==> config.mk <==
export PLATFORM = sky130hd
export DESIGN_NAME = if_stage
export DESIGN_NICKNAME = d
export VERILOG_FILES = /design/src/rtl/if_stage.sv
export SDC_FILE = /design/constraint.sdc
export NUM_CORES = 1
export LEC_CHECK = 0
export CORE_MARGIN = 3
export CORE_UTILIZATION = 40
export DETAILED_ROUTE_END_ITERATION = 8
export PLACE_DENSITY = 0.68
export SYNTH_ARGS = -nofsm -noshare
export SYNTH_HDL_FRONTEND = slang
export SYNTH_SLANG_ARGS = --single-unit
==> constraint.sdc <==
create_clock -name clk -period 6.5 [get_ports clk]
set_clock_uncertainty 0.2 [all_clocks]
set_input_delay 1.3 -clock clk [delete_from_list [all_inputs] [get_ports clk]]
set_output_delay 1.3 -clock clk [all_outputs]
set_load 0.01 [all_outputs]
==> src/rtl/if_stage.sv <==
`default_nettype none
// ============================================================================
// Module   : if_stage
// Purpose  : Instruction-fetch stage and IF/ID pipeline register of the MIPS
//            core. Keeps the PC, issues one-outstanding-request fetches over
//            a ready/valid instruction-memory bus, buffers the returned word
//            (with a one-entry skid buffer for decode back-pressure) and
//            presents instruction, opcode and PC+4 to decode. Supports decode
//            stall and branch/jump redirect (flush).
//
// Ports    : clk             core clock, rising edge
//            rst_n           asynchronous active-low reset
//            stall           decode cannot accept; hold IF/ID contents
//            redirect        branch/jump taken; flush and refetch
//            redirect_target new PC (bits [1:0] ignored)
//            imem_req        fetch request valid
//            imem_addr       fetch address, word aligned
//            imem_ready      memory accepts request this cycle
//            imem_rvalid     one-cycle read-data-valid pulse
//            imem_rdata      fetched instruction
//            id_valid        IF/ID holds a valid instruction
//            id_instr        instruction to decode
//            id_opcode       id_instr[31:26]
//            id_pc4          address of id_instr + 4
//
// Revision : 1.0 - initial release
// ============================================================================
module if_stage #(
    parameter logic [31:0] RESET_PC  = 32'h0000_0000,
    parameter logic [31:0] NOP_INSTR = 32'h0000_0000
) (
    input  logic        clk,
    input  logic        rst_n,
    input  logic        stall,
    input  logic        redirect,
    input  logic [31:0] redirect_target,
    output logic        imem_req,
    output logic [31:0] imem_addr,
    input  logic        imem_ready,
    input  logic        imem_rvalid,
    input  logic [31:0] imem_rdata,
    output logic        id_valid,
    output logic [31:0] id_instr,
    output logic [5:0]  id_opcode,
    output logic [31:0] id_pc4
);

    localparam logic [2:0] S_IDLE    = 3'd0;
    localparam logic [2:0] S_ISSUE   = 3'd1;
    localparam logic [2:0] S_WAIT    = 3'd2;
    localparam logic [2:0] S_HOLD    = 3'd3;
    localparam logic [2:0] S_DISCARD = 3'd4;

    logic [2:0]  state;
    logic [2:0]  state_nxt;

    logic [31:0] pc;
    logic [31:0] req_pc4;

    logic        skid_valid;
    logic [31:0] skid_instr;
    logic [31:0] skid_pc4;

    logic        accept;
    logic        resp;
    logic        slot_free;

    logic        id_valid_nxt;
    logic [31:0] id_instr_nxt;
    logic [31:0] id_pc4_nxt;
    logic        skid_valid_nxt;
    logic [31:0] skid_instr_nxt;
    logic [31:0] skid_pc4_nxt;

    // A redirect in ISSUE refuses the handshake so the stale address is never
    // fetched; a redirect in WAIT drops any same-cycle response.
    assign accept    = (state == S_ISSUE) && imem_ready && !redirect;
    assign resp      = (state == S_WAIT) && imem_rvalid && !redirect;
    // IF/ID can take a new word when it is empty or being consumed this cycle.
    assign slot_free = !id_valid || !stall;

    // ------------------------------------------------------------------
    // State register
    // ------------------------------------------------------------------
    always_ff @(posedge clk or negedge rst_n) begin
        if (!rst_n) begin
            state <= S_IDLE;
        end else begin
            state <= state_nxt;
        end
    end

    // ------------------------------------------------------------------
    // Next-state logic
    // ------------------------------------------------------------------
    always_comb begin
        state_nxt = state;
        case (state)
            S_IDLE: begin
                state_nxt = S_ISSUE;
            end
            S_ISSUE: begin
                if (accept) begin
                    state_nxt = S_WAIT;
                end
            end
            S_WAIT: begin
                if (redirect) begin
                    // Response still in flight must be swallowed later.
                    state_nxt = imem_rvalid ? S_ISSUE : S_DISCARD;
                end else if (imem_rvalid) begin
                    state_nxt = skid_valid_nxt ? S_HOLD : S_ISSUE;
                end
            end
            S_HOLD: begin
                if (redirect || !skid_valid) begin
                    state_nxt = S_ISSUE;
                end
            end
            S_DISCARD: begin
                if (imem_rvalid) begin
                    state_nxt = S_ISSUE;
                end
            end
            default: begin
                state_nxt = S_IDLE;
            end
        endcase
    end

    // ------------------------------------------------------------------
    // FSM outputs
    // ------------------------------------------------------------------
    always_comb begin
        imem_req = (state == S_ISSUE);
    end

    assign imem_addr = pc;
    assign id_opcode = id_instr[31:26];

    // ------------------------------------------------------------------
    // IF/ID and skid-buffer next values
    // ------------------------------------------------------------------
    always_comb begin
        id_valid_nxt   = id_valid;
        id_instr_nxt   = id_instr;
        id_pc4_nxt     = id_pc4;
        skid_valid_nxt = skid_valid;
        skid_instr_nxt = skid_instr;
        skid_pc4_nxt   = skid_pc4;

        if (redirect) begin
            id_valid_nxt   = 1'b0;
            id_instr_nxt   = NOP_INSTR;
            skid_valid_nxt = 1'b0;
        end else if (slot_free) begin
            // The skid word is older than any response, so it goes first.
            // A response cannot coincide with a full skid (FSM is in HOLD).
            if (skid_valid) begin
                id_valid_nxt   = 1'b1;
                id_instr_nxt   = skid_instr;
                id_pc4_nxt     = skid_pc4;
                skid_valid_nxt = 1'b0;
            end else if (resp) begin
                id_valid_nxt   = 1'b1;
                id_instr_nxt   = imem_rdata;
                id_pc4_nxt     = req_pc4;
            end else begin
                id_valid_nxt   = 1'b0;
                id_instr_nxt   = NOP_INSTR;
            end
        end else if (resp) begin
            skid_valid_nxt = 1'b1;
            skid_instr_nxt = imem_rdata;
            skid_pc4_nxt   = req_pc4;
        end
    end

    // ------------------------------------------------------------------
    // Datapath registers
    // ------------------------------------------------------------------
    always_ff @(posedge clk or negedge rst_n) begin
        if (!rst_n) begin
            pc         <= RESET_PC;
            req_pc4    <= 32'h0000_0000;
            id_valid   <= 1'b0;
            id_instr   <= NOP_INSTR;
            id_pc4     <= 32'h0000_0000;
            skid_valid <= 1'b0;
            skid_instr <= NOP_INSTR;
            skid_pc4   <= 32'h0000_0000;
        end else begin
            if (redirect) begin
                pc <= redirect_target & ~32'd3;
            end else if (accept) begin
                // Modulo-2^32 increment: 0xFFFF_FFFC wraps to 0.
                pc      <= pc + 32'd4;
                req_pc4 <= pc + 32'd4;
            end
            id_valid   <= id_valid_nxt;
            id_instr   <= id_instr_nxt;
            id_pc4     <= id_pc4_nxt;
            skid_valid <= skid_valid_nxt;
            skid_instr <= skid_instr_nxt;
            skid_pc4   <= skid_pc4_nxt;
        end
    end

endmodule
`default_nettype wire

### After elaboration in Yosys (flattened, before gate mapping)

Cells that the tools add are included.

| storage, ports and cells | value |
|---|---|
| output and inout port bits | 104 |
| word-level logic and storage cells | 61 |
| bits in registers | 197 |
| bits of input ports | 70 |

| cells by class | value |
|---|---|
| muxes and demuxes | 23 |
| reduce and logical (&&, ||, !) cells | 18 |
| eq/ne operators | 8 |
| add/sub/neg operators | 1 |
| bitwise gates (word level) | 2 |

Operators with widths:

| cell | number |
|---|---|
| $mux 32 | 8 |
| $add 32x3->32 const B | 1 |
| $mux 3 | 6 |
| $pmux 3 s5 | 1 |
| $mux 1 | 7 |
| $eq 3x2->1 const B | 2 |
| $reduce_and 3->1 | 2 |
| $reduce_bool 2->1 | 3 |
| $logic_and 1x1->1 | 4 |
| $logic_not 1->1 | 4 |
| $ne 2x2->1 const B | 2 |
| $reduce_and 4->1 | 1 |
| $eq 3x1->1 const B | 1 |
| $eq 3x3->1 const B | 1 |
| $logic_not 3->1 | 1 |
| $ne 3x3->1 const B | 1 |
| $logic_or 1x1->1 | 2 |
| $mux 2 | 1 |
| $ne 2x1->1 const B | 1 |
| $not 1->1 | 2 |
| $reduce_and 2->1 | 1 |

### Longest topological paths before layout

Gate-level depths: netlist of the first run.

| depth | value |
|---|---|
| depth in word-level cells | 10 |
| depth in mapped cells | 7 |
| mapped depth without buffers | 6 |

### Least setup slack after synthesis of the first run

Ideal clock, no wire load.

| timing | value |
|---|---|
| path kind | input to register |
| start | input port imem_rvalid |
| end | register skid_pc4[2] |
| path slack | 3.618 ns |
| stages on the path | 5 |
| library setup time | 0.125 ns |
| buffers on the path | 1 |
| required time | 6.175 ns |
| data arrival time | 2.558 ns |
| cells stage by stage | inv_1 -> or4_4 -> nor2_8 -> buf_6 -> mux2_2 |

| between the ends | value |
|---|---|
| longest elaborated chain between the ends | 3 |

Ends and longest elaborated chain:

| element | line | RTL |
|---|---|---|
| from (decl) | 40 | `input logic imem_rvalid,` |
| $logic_and 1x1->1 (2 in series) | 78 | `assign resp = (state == S_WAIT) && imem_rvalid && !redirect;` |
| $reduce_and 3->1 (no line) | - |  |
| to (signal assigned) | 205 | `skid_pc4 <= skid_pc4_nxt;` |
| to (decl) | 62 | `logic [31:0] skid_pc4;` |

Every way passes these cells.
A chain may end at the register's enable or synchronous reset.

### Final worst setup path of the first run

| timing | value |
|---|---|
| start | input port imem_rvalid |
| end | register skid_pc4[5] |

Same word-level chain as after synthesis.

==> results of run 1 <==
==> logic make-up (layout without fill, tap and decap cells) <==
logic type / after synthesis / in the layout / share of synthesized area, %
compound gates: 160 / 160 / 10.2
xor+xnor: 55 / 55 / 5.50
fa+ha+maj: 2 / 2 / 0.257
buf+inv: 70 / 212 / 4.33
flops: 189 / 189 / 54.0
mux: 96 / 96 / 11.9
other cells: 1 / 4 / 0.0428
simple gates: 237 / 237 / 13.8
==> layout by cell type (no fill, tap or decap), types with 6 or more instances in the layout <==
cell type	netlist	layout
a21oi_1	27	27
a22oi_1	32	32
buf_4	14	8
clkbuf_16	0	17
clkdlybuf4s50_1	0	165
clkinv_4	0	6
dfrtp_1	189	188
inv_1	6	6
mux2_2	60	60
mux2i_1	32	32
nand2_1	109	109
nand3_1	22	22
nand4_1	15	15
nor2_1	52	50
o21ai_0	88	88
o21ai_1	8	8
xnor2_1	30	30
xor2_1	25	25
==> critical path, cell delays in order <==
cell and delay, ps:
clkdlybuf4s50_1 520, inv_1 90, or4_4 570, nor2_8 830, mux2_2 420
==> layout make-up <==
class                   count  share of cell area [%]
multi-input cells         554                    33.3
clock buffers              17                    3.84
clock inverters            14                    1.17
inverters                   6                   0.203
flip-flops and latches    189                    42.7
repair buffers            175                    15.6
well taps                 275                    3.11
==> worst min path at each step <==
stage                              from                  endpoint  slack (ps)  cells after the start
6_report       id_instr[18]$_DFFE_PN0P_  id_instr[18]$_DFFE_PN0P_         280                      2
5_1_grt        id_instr[11]$_DFFE_PN0P_  id_instr[11]$_DFFE_PN0P_         300                      2
4_1_cts        id_instr[11]$_DFFE_PN0P_  id_instr[11]$_DFFE_PN0P_         280                      2
3_5_place_dp   id_instr[11]$_DFFE_PN0P_  id_instr[11]$_DFFE_PN0P_         270                      2
3_3_place_gp   id_instr[21]$_DFFE_PN0P_  id_instr[21]$_DFFE_PN0P_         260                      2
2_1_floorplan  skid_pc4[10]$_DFFE_PN0P_  skid_pc4[10]$_DFFE_PN0P_         260                      1
==> layer usage <==
metal  vias up  global-route usage (%)  routed length, um  part of all wire, %
met3        26                    4.48               1210                  5.9
li1       3069                       -                  -                    -
met1      3100                    25.4               9710                   47
met5         -                       0                  0                    0
met2       193                    27.2               9360                   45
met4         0                    4.71                304                  1.5
==> where the power goes <==
group / total, mW / internal, mW / switching (mW)
Clock: 0.998 / 0.505 / 0.493
Sequential: 1.57 / 1.39 / 0.179
Combinational: 0.745 / 0.393 / 0.352
Total: 3.31 / 2.29 / 1.02
==> registers in the layout (all words and copies together), names as in the netlist <==
| name | count |
|---|---|
| id_instr | 32 |
| id_pc4 | 30 |
| id_valid | 1 |
| imem_addr | 30 |
| req_pc4 | 30 |
| skid_instr | 32 |
| skid_pc4 | 30 |
| skid_valid | 1 |
| state | 3 |
==> results.cfg, run 1 <==
[timing]
fmaxAchievable_ghz = 0.267
relSlewSlack_pct = 22.4
worst_slew_pin_slew_ps = 1160
timing.final.hold_violations = 0
period_share_pct = 57.6
setup_ws_ps = 2760
drv_slew = 0
setup_total_negative_slack_ps = 0
whs_ps = 277
setup_viol = 0
final_critical_path_time_including_i_o_delays_and_setup_ps = 3740
grt_setup_unrepaired = no

[cts]
path_clk_slew_ps = 70
cts_sinks = 189
clkLatencyLatePin_ps = 440
numCtsBuffers = 17
tritoncts = built
post_cts_hold_buffer_count = 0
setup_repair_bufs_after_cts = 0
cts_root_buf = clkbuf_16
htree_num_levels = 4
post_cts_resize_count = 0
max-clock-path-buffers = 2

[synthesis]
synth_common_cells = 189 x dfrtp_1, 109 x nand2_1, 88 x o21ai_0
synth_top_cell_area_share_pct = 54.0
synth_most_common_cell = dfrtp_1
synth_ff_type = dfrtp_1
synth_cell_types = 48
async_flop_share_pct = 100
postSynthRegisterBits = 189
syn_area_per_cell_um2 = 10.8
netlist.top_cell.by_area = dfrtp_1
ys.warnings.count = 0
syn-instance-count = 810
count_of_flip_flops_with_a_built_in_enable_after_synthesis = 0
seq_total_area_yosys_pct = 54.0
yosys-top-cells-area = dfrtp_1 54%, mux2_2 7.7%, o21ai_0 5.0%, nand2_1 4.7%, mux2i_1 3.7%
synth_area_um2 = 8760

[power]
report.power.total_mw = 3.31
ir_worst_vdd_uv = 187
p_per_area_nw_per_um2 = 299
leakagePower_nw = 4.56

[finish]
multi_input_comb_area_um2 = 3690
areaGrowthSynthToFinish_pct = 26.4
design_area_um2 = 11100
layout.filler_cells = 1881
layout.cells.non_filler = 1230
fin_nets = 1014
register_area_um2 = 4730
drive_gt1_share_pct = 13.0
diodes = 0
postLayoutCoreUtil_pct = 52.0

[placed_design]
worst_setup_slack_after_placement_ps = 2330
detailed_place.area_um2 = 10500
dp_hpwl_um = 13400
port-buffer-count = 167
post-place-cells = 1199
place_congestion = 0.802

[setup_path]
timing.critical_path.arrival_ps = 3860
cp-startpoint = imem_rvalid
reg2reg_depth = 4
required_ps = 6610
max_fo_critical_path = 62
worst_setup_path_end_kind = register
regToRegSetupSlack_ps = 3690
worst_setup_start_kind = input pin
setup.worst_path.end = skid_pc4[5]$_DFFE_PN0P_
rr_startpoint = state[0]$_DFFE_PN0P_
r2r-end = skid_pc4[5]$_DFFE_PN0P_
worst-setup-path-type = in2reg

[floorplan]
initial_utilization_pct = 41.2
floorplan.core_area_um2 = 21300
dieArea_um2 = 23700
rows = 53
die_x_um = 154
io-pin-count = 174
vertical_die_dimension_um = 154

[drt]
firstDrtPassIters = 5
drt.antenna.violating_nets = 0
drt_iter0_markers = 252
routed_wl_um = 20600
avgViaCountPerCell = 5.19
via_count = 6388
drc = 0
post_drt_wl_per_cell_um = 16.7

[global_routing]
gr-usage-all-layers_pct = 17.8
first_global_vias = 6439
grt_start_max_net_pins = 107
grt_antenna_before_repair = 0
grt_overflow = 0
grt_pass1_wl_um = 34300

[worst_hold_path]
worst_hold_path_type = reg2reg

[flow_run]
drv.max_cap_violation_count = 0

[status]
outcome = finished clean
Power figures use the tool's default switching activity.
==> run 2, diff against run 1 <==
--- a/config.mk
+++ b/config.mk
@@ -8,7 +8,7 @@
 export CORE_MARGIN = 3
 export CORE_UTILIZATION = 40
 export DETAILED_ROUTE_END_ITERATION = 8
-export PLACE_DENSITY = 0.68
+export PLACE_DENSITY = 0.71
 export SYNTH_ARGS = -nofsm -noshare
 export SYNTH_HDL_FRONTEND = slang
 export SYNTH_SLANG_ARGS = --single-unit
==> constraint.sdc (replaced) <==
create_clock -name clk -period 3.3 [get_ports clk]
set_clock_uncertainty 0.2 [all_clocks]
set_input_delay 0.66 -clock clk [delete_from_list [all_inputs] [get_ports clk]]
set_output_delay 0.66 -clock clk [all_outputs]
set_load 0.01 [all_outputs]
==> results.cfg, run 2 (synthesis results as in run 1) <==
[status]
outcome = finished clean

[drt]
routed_wl_um = 20500
drc = 0
drt.antenna.violating_nets = 0
avgViaCountPerCell = 5.13
drt_iter0_markers = 356
firstDrtPassIters = 4
post_drt_wl_per_cell_um = 16.5
via_count = 6361

[floorplan]
io-pin-count = 174
die_x_um = 154
floorplan.core_area_um2 = 21300
vertical_die_dimension_um = 154
rows = 53
dieArea_um2 = 23700
initial_utilization_pct = 41.2

[power]
report.power.total_mw = 6.55
p_per_area_nw_per_um2 = 584
leakagePower_nw = 4.63
ir_worst_vdd_uv = 337

[cts]
cts_sinks = 189
setup_repair_bufs_after_cts = 0
max-clock-path-buffers = 2
numCtsBuffers = 17
post_cts_hold_buffer_count = 0
tritoncts = built
path_clk_slew_ps = 70
cts_root_buf = clkbuf_16
post_cts_resize_count = 0
clkLatencyLatePin_ps = 430
htree_num_levels = 4

[finish]
layout.cells.most_common_list = 188 x dfrtp_1, 165 x clkdlybuf4s50_1, 109 x nand2_1
largestRegisters = id_instr (32), skid_instr (32)
postLayoutCoreUtil_pct = 52.7
fin_nets = 1023
mostFrequentLayoutCell = dfrtp_1
diodes = 0
layout.filler_cells = 1880
areaGrowthSynthToFinish_pct = 28.0
drive_gt1_share_pct = 13.9

[setup_path]
worst-setup-path-type = reg2out
max_fo_critical_path = 8
worst_setup_start_kind = register
worst_setup_path_end_kind = primary output
timing.critical_path.arrival_ps = 1790
required_ps = 2440

[timing]
worst_slew_pin_slew_ps = 1150
drv_slew = 0
setup_viol = 0
relSlewSlack_pct = 23.2
final_critical_path_time_including_i_o_delays_and_setup_ps = 2650
timing.final.hold_violations = 0
setup_total_negative_slack_ps = 0
fmaxAchievable_ghz = 0.377
period_share_pct = 80.3
grt_setup_unrepaired = no

[global_routing]
first_global_vias = 6195
gr-usage-all-layers_pct = 17.4
grt_overflow = 0
grt_antenna_before_repair = 0
grt_pass1_wl_um = 33500
grt_start_max_net_pins = 69

[worst_hold_path]
worst_hold_path_type = in2async

[flow_run]
drv.max_cap_violation_count = 0

[placed_design]
place_congestion = 0.824
dp_hpwl_um = 14000
port-buffer-count = 167
## run 2: cell count changes in the layout (fill, tap and decap cells not counted), moves of 3 or more
cell / change
buf_12: +5
clkinv_4: -3
inv_6: +3
buf_4: +4
## run 2: final timing paths
check                                    startpoint                       to  slack, ps  cells past startpoint
max in group asynchronous                     rst_n  req_pc4[10]$_DFFE_PN0P_       2120                      2
setup reg to reg           imem_addr[2]$_DFFE_PN0N_  req_pc4[28]$_DFFE_PN0P_        770                      6
min in group clk            id_instr[0]$_DFFE_PN0P_  id_instr[0]$_DFFE_PN0P_        280                      2
setup / recovery               state[2]$_DFFE_PN0P_                 imem_req        650                      3
hold / removal                                rst_n  id_instr[5]$_DFFE_PN0P_          5                      1
hold reg to reg             id_instr[0]$_DFFE_PN0P_  id_instr[0]$_DFFE_PN0P_        280                      2
## run 2: layout make-up
class / instances / area [um2] / share of cell area [%]
flip-flops and latches: 189 / 4730 / 42.2
clock buffers: 18 / 439 / 3.92
well taps: 275 / 344 / 3.07
clock inverters: 14 / 124 / 1.10
multi-input cells: 554 / 3690 / 32.9
inverters: 6 / 22.5 / 0.201
repair buffers: 184 / 1860 / 16.6
## run 2: report_power, final
group	total (mW)	switching [mW]	internal, mW
sequential	3.08	0.346	2.73
combinational	1.50	0.713	0.792
clock	1.96	0.946	1.02
total	6.55	2.00	4.54
## run 2: stage by stage
step,hold WS (ps),setup slack (ps),instance area [um2],instances
5_1_grt,44.4,537,11200,1240
2_1_floorplan,164,1060,8770,813
3_5_place_dp,269,236,10700,1208
4_1_cts,46.6,643,11200,1240
3_3_place_gp,260,382,10700,1208
6_report,5.02,649,11200,1240
## run 2: critical path: stages (launching register included)
cell             delay, ps
dfrtp_1                480
nand2b_1               200
nor2_1                  90
clkdlybuf4s50_1        590
## run 2: metal layers
metal / wire (um) / part of all wire, % / vias up / GRT usage (%)
li1: - / - / 3089 / -
met1: 9760 / 48 / 3060 / 25.3
met2: 9250 / 45 / 185 / 26.2
met3: 1180 / 5.8 / 27 / 4.28
met4: 294 / 1.4 / 0 / 4.63
met5: 0 / 0 / - / 0
==> run 3, diff against run 2 <==
--- a/config.mk
+++ b/config.mk
@@ -8,7 +8,7 @@
 export CORE_MARGIN = 3
 export CORE_UTILIZATION = 40
 export DETAILED_ROUTE_END_ITERATION = 8
-export PLACE_DENSITY = 0.71
+export PLACE_DENSITY = 0.68
 export SYNTH_ARGS = -nofsm -noshare
 export SYNTH_HDL_FRONTEND = slang
 export SYNTH_SLANG_ARGS = --single-unit
==> constraint.sdc (replaced) <==
create_clock -name clk -period 2.8 [get_ports clk]
set_clock_uncertainty 0.2 [all_clocks]
set_input_delay 0.56 -clock clk [delete_from_list [all_inputs] [get_ports clk]]
set_output_delay 0.56 -clock clk [all_outputs]
set_load 0.01 [all_outputs]
==> results.cfg, run 3 (synthesis results as in run 1) <==
[status]
outcome = finished clean

[timing]
fmaxAchievable_ghz = 0.378
final_critical_path_time_including_i_o_delays_and_setup_ps = 2640
setup_viol = 0
worst_slew_pin_slew_ps = 855
drv_slew = 0
timing.final.hold_violations = 0
grt_setup_unrepaired = no
setup_total_negative_slack_ps = 0
period_share_pct = 94.4
relSlewSlack_pct = 43.0
whs_ps = 261

[floorplan]
io-pin-count = 174
die_x_um = 154
initial_utilization_pct = 41.2
dieArea_um2 = 23700
rows = 53
floorplan.core_area_um2 = 21300
vertical_die_dimension_um = 154

[cts]
setup_repair_bufs_after_cts = 0
post_cts_resize_count = 0
numCtsBuffers = 17
cts_root_buf = clkbuf_16
cts_sinks = 189
htree_num_levels = 4
clkLatencyLatePin_ps = 430
path_clk_slew_ps = 70
max-clock-path-buffers = 2
tritoncts = built

[finish]
largestRegisters = id_instr (32), skid_instr (32)
design_area_um2 = 11300
layout.cells.most_common_list = 188 x dfrtp_1, 165 x clkdlybuf4s50_1, 109 x nand2_1
layout.filler_cells = 1891
diodes = 0
areaGrowthSynthToFinish_pct = 29.4
mostFrequentLayoutCell = dfrtp_1
register_area_um2 = 4730
postLayoutCoreUtil_pct = 53.3
fin_nets = 1032
multi_input_comb_area_um2 = 3690
drive_gt1_share_pct = 14.5

[drt]
avgViaCountPerCell = 5.15
firstDrtPassIters = 6
drt_iter0_markers = 244
drt.antenna.violating_nets = 0
drc = 0
post_drt_wl_per_cell_um = 16.3
via_count = 6436
routed_wl_um = 20300

[placed_design]
dp_hpwl_um = 13900
port-buffer-count = 167
detailed_place.area_um2 = 10700
place_congestion = 0.853

[flow_run]
drv.max_cap_violation_count = 0

[global_routing]
first_global_vias = 6432
gr-usage-all-layers_pct = 17.2
grt_start_max_net_pins = 67
grt_pass1_wl_um = 33500
grt_antenna_before_repair = 1
global_route.peak_usage_layer = met2
grt_util_met3_pct = 4.62
grt_overflow = 0
met2_usage_pct = 27.7
global_route.usage.met1_pct = 23.5

[setup_path]
timing.critical_path.arrival_ps = 1880
worst-setup-path-type = reg2out
worst_setup_start_kind = register
required_ps = 2040
worst_setup_path_end_kind = primary output
max_fo_critical_path = 8

[power]
p_per_area_nw_per_um2 = 696
ir_worst_vdd_uv = 371
leakagePower_nw = 4.69

[worst_hold_path]
worst_hold_path_type = in2reg
## run 3: metal layers
layer / up-vias / part of all wire, %
li1: 3110 / -
met3: 17 / 5.7
met2: 163 / 47
met5: - / 0.059
met4: 2 / 0.90
met1: 3144 / 46
## run 3: path summary, 6_finish.rpt
check	start	endpoint	slack [ps]	cells after the start
worst max-delay path	state[2]$_DFFE_PN0P_	imem_req	160	3
worst min-delay path	redirect	id_valid$_DFFE_PN0P_	260	2
worst max register to register	imem_addr[3]$_DFFE_PN0N_	req_pc4[18]$_DFFE_PN0P_	470	6
worst min register to register	id_pc4[4]$_DFFE_PN0P_	id_pc4[4]$_DFFE_PN0P_	280	2
max in group asynchronous	rst_n	id_pc4[19]$_DFFE_PN0P_	1210	3
min in group asynchronous	rst_n	id_instr[8]$_DFFE_PN0P_	470	2
## run 3: report_power, final
group / total, mW / internal (mW) / leakage (nW) / switching, mW
clock network: 2.48 / 1.36 / 0.293 / 1.13
registers: 3.63 / 3.22 / 2.47 / 0.413
logic: 1.78 / 0.950 / 1.93 / 0.825
total: 7.89 / 5.53 / 4.69 / 2.36
## run 3: what timing repair did
item	in CTS	in global routing
hold buffers	1	0
hold endpoints to repair	62	0
setup endpoints to repair	0	0
## run 3: layout make-up
type / count / share of cell area (%)
inverter: 6 / 0.199
timing repair buffer: 193 / 17.1
clock inverter: 14 / 1.51
sequential: 189 / 41.8
clock buffer: 18 / 3.79
multi-input combinational: 554 / 32.6
tap: 275 / 3.04
## run 3: worst max-delay path, stage by stage, from the launching register on
cell and delay, ps:
dfrtp_1 480, nand2b_1 210, nor2_1 190, clkdlybuf4s50_1 570
## run 3: per-stage QoR
stage / std cells / power (mW) / worst slack (ps)
floorplan: 813 / 4.43 / 658
global placement: 1216 / 5.44 / 39.4
detailed placement: 1216 / 5.48 / 4.51
CTS: 1249 / 7.99 / 70.1
global route: 1249 / 8.33 / 16.7
finish: 1249 / 7.89 / 158
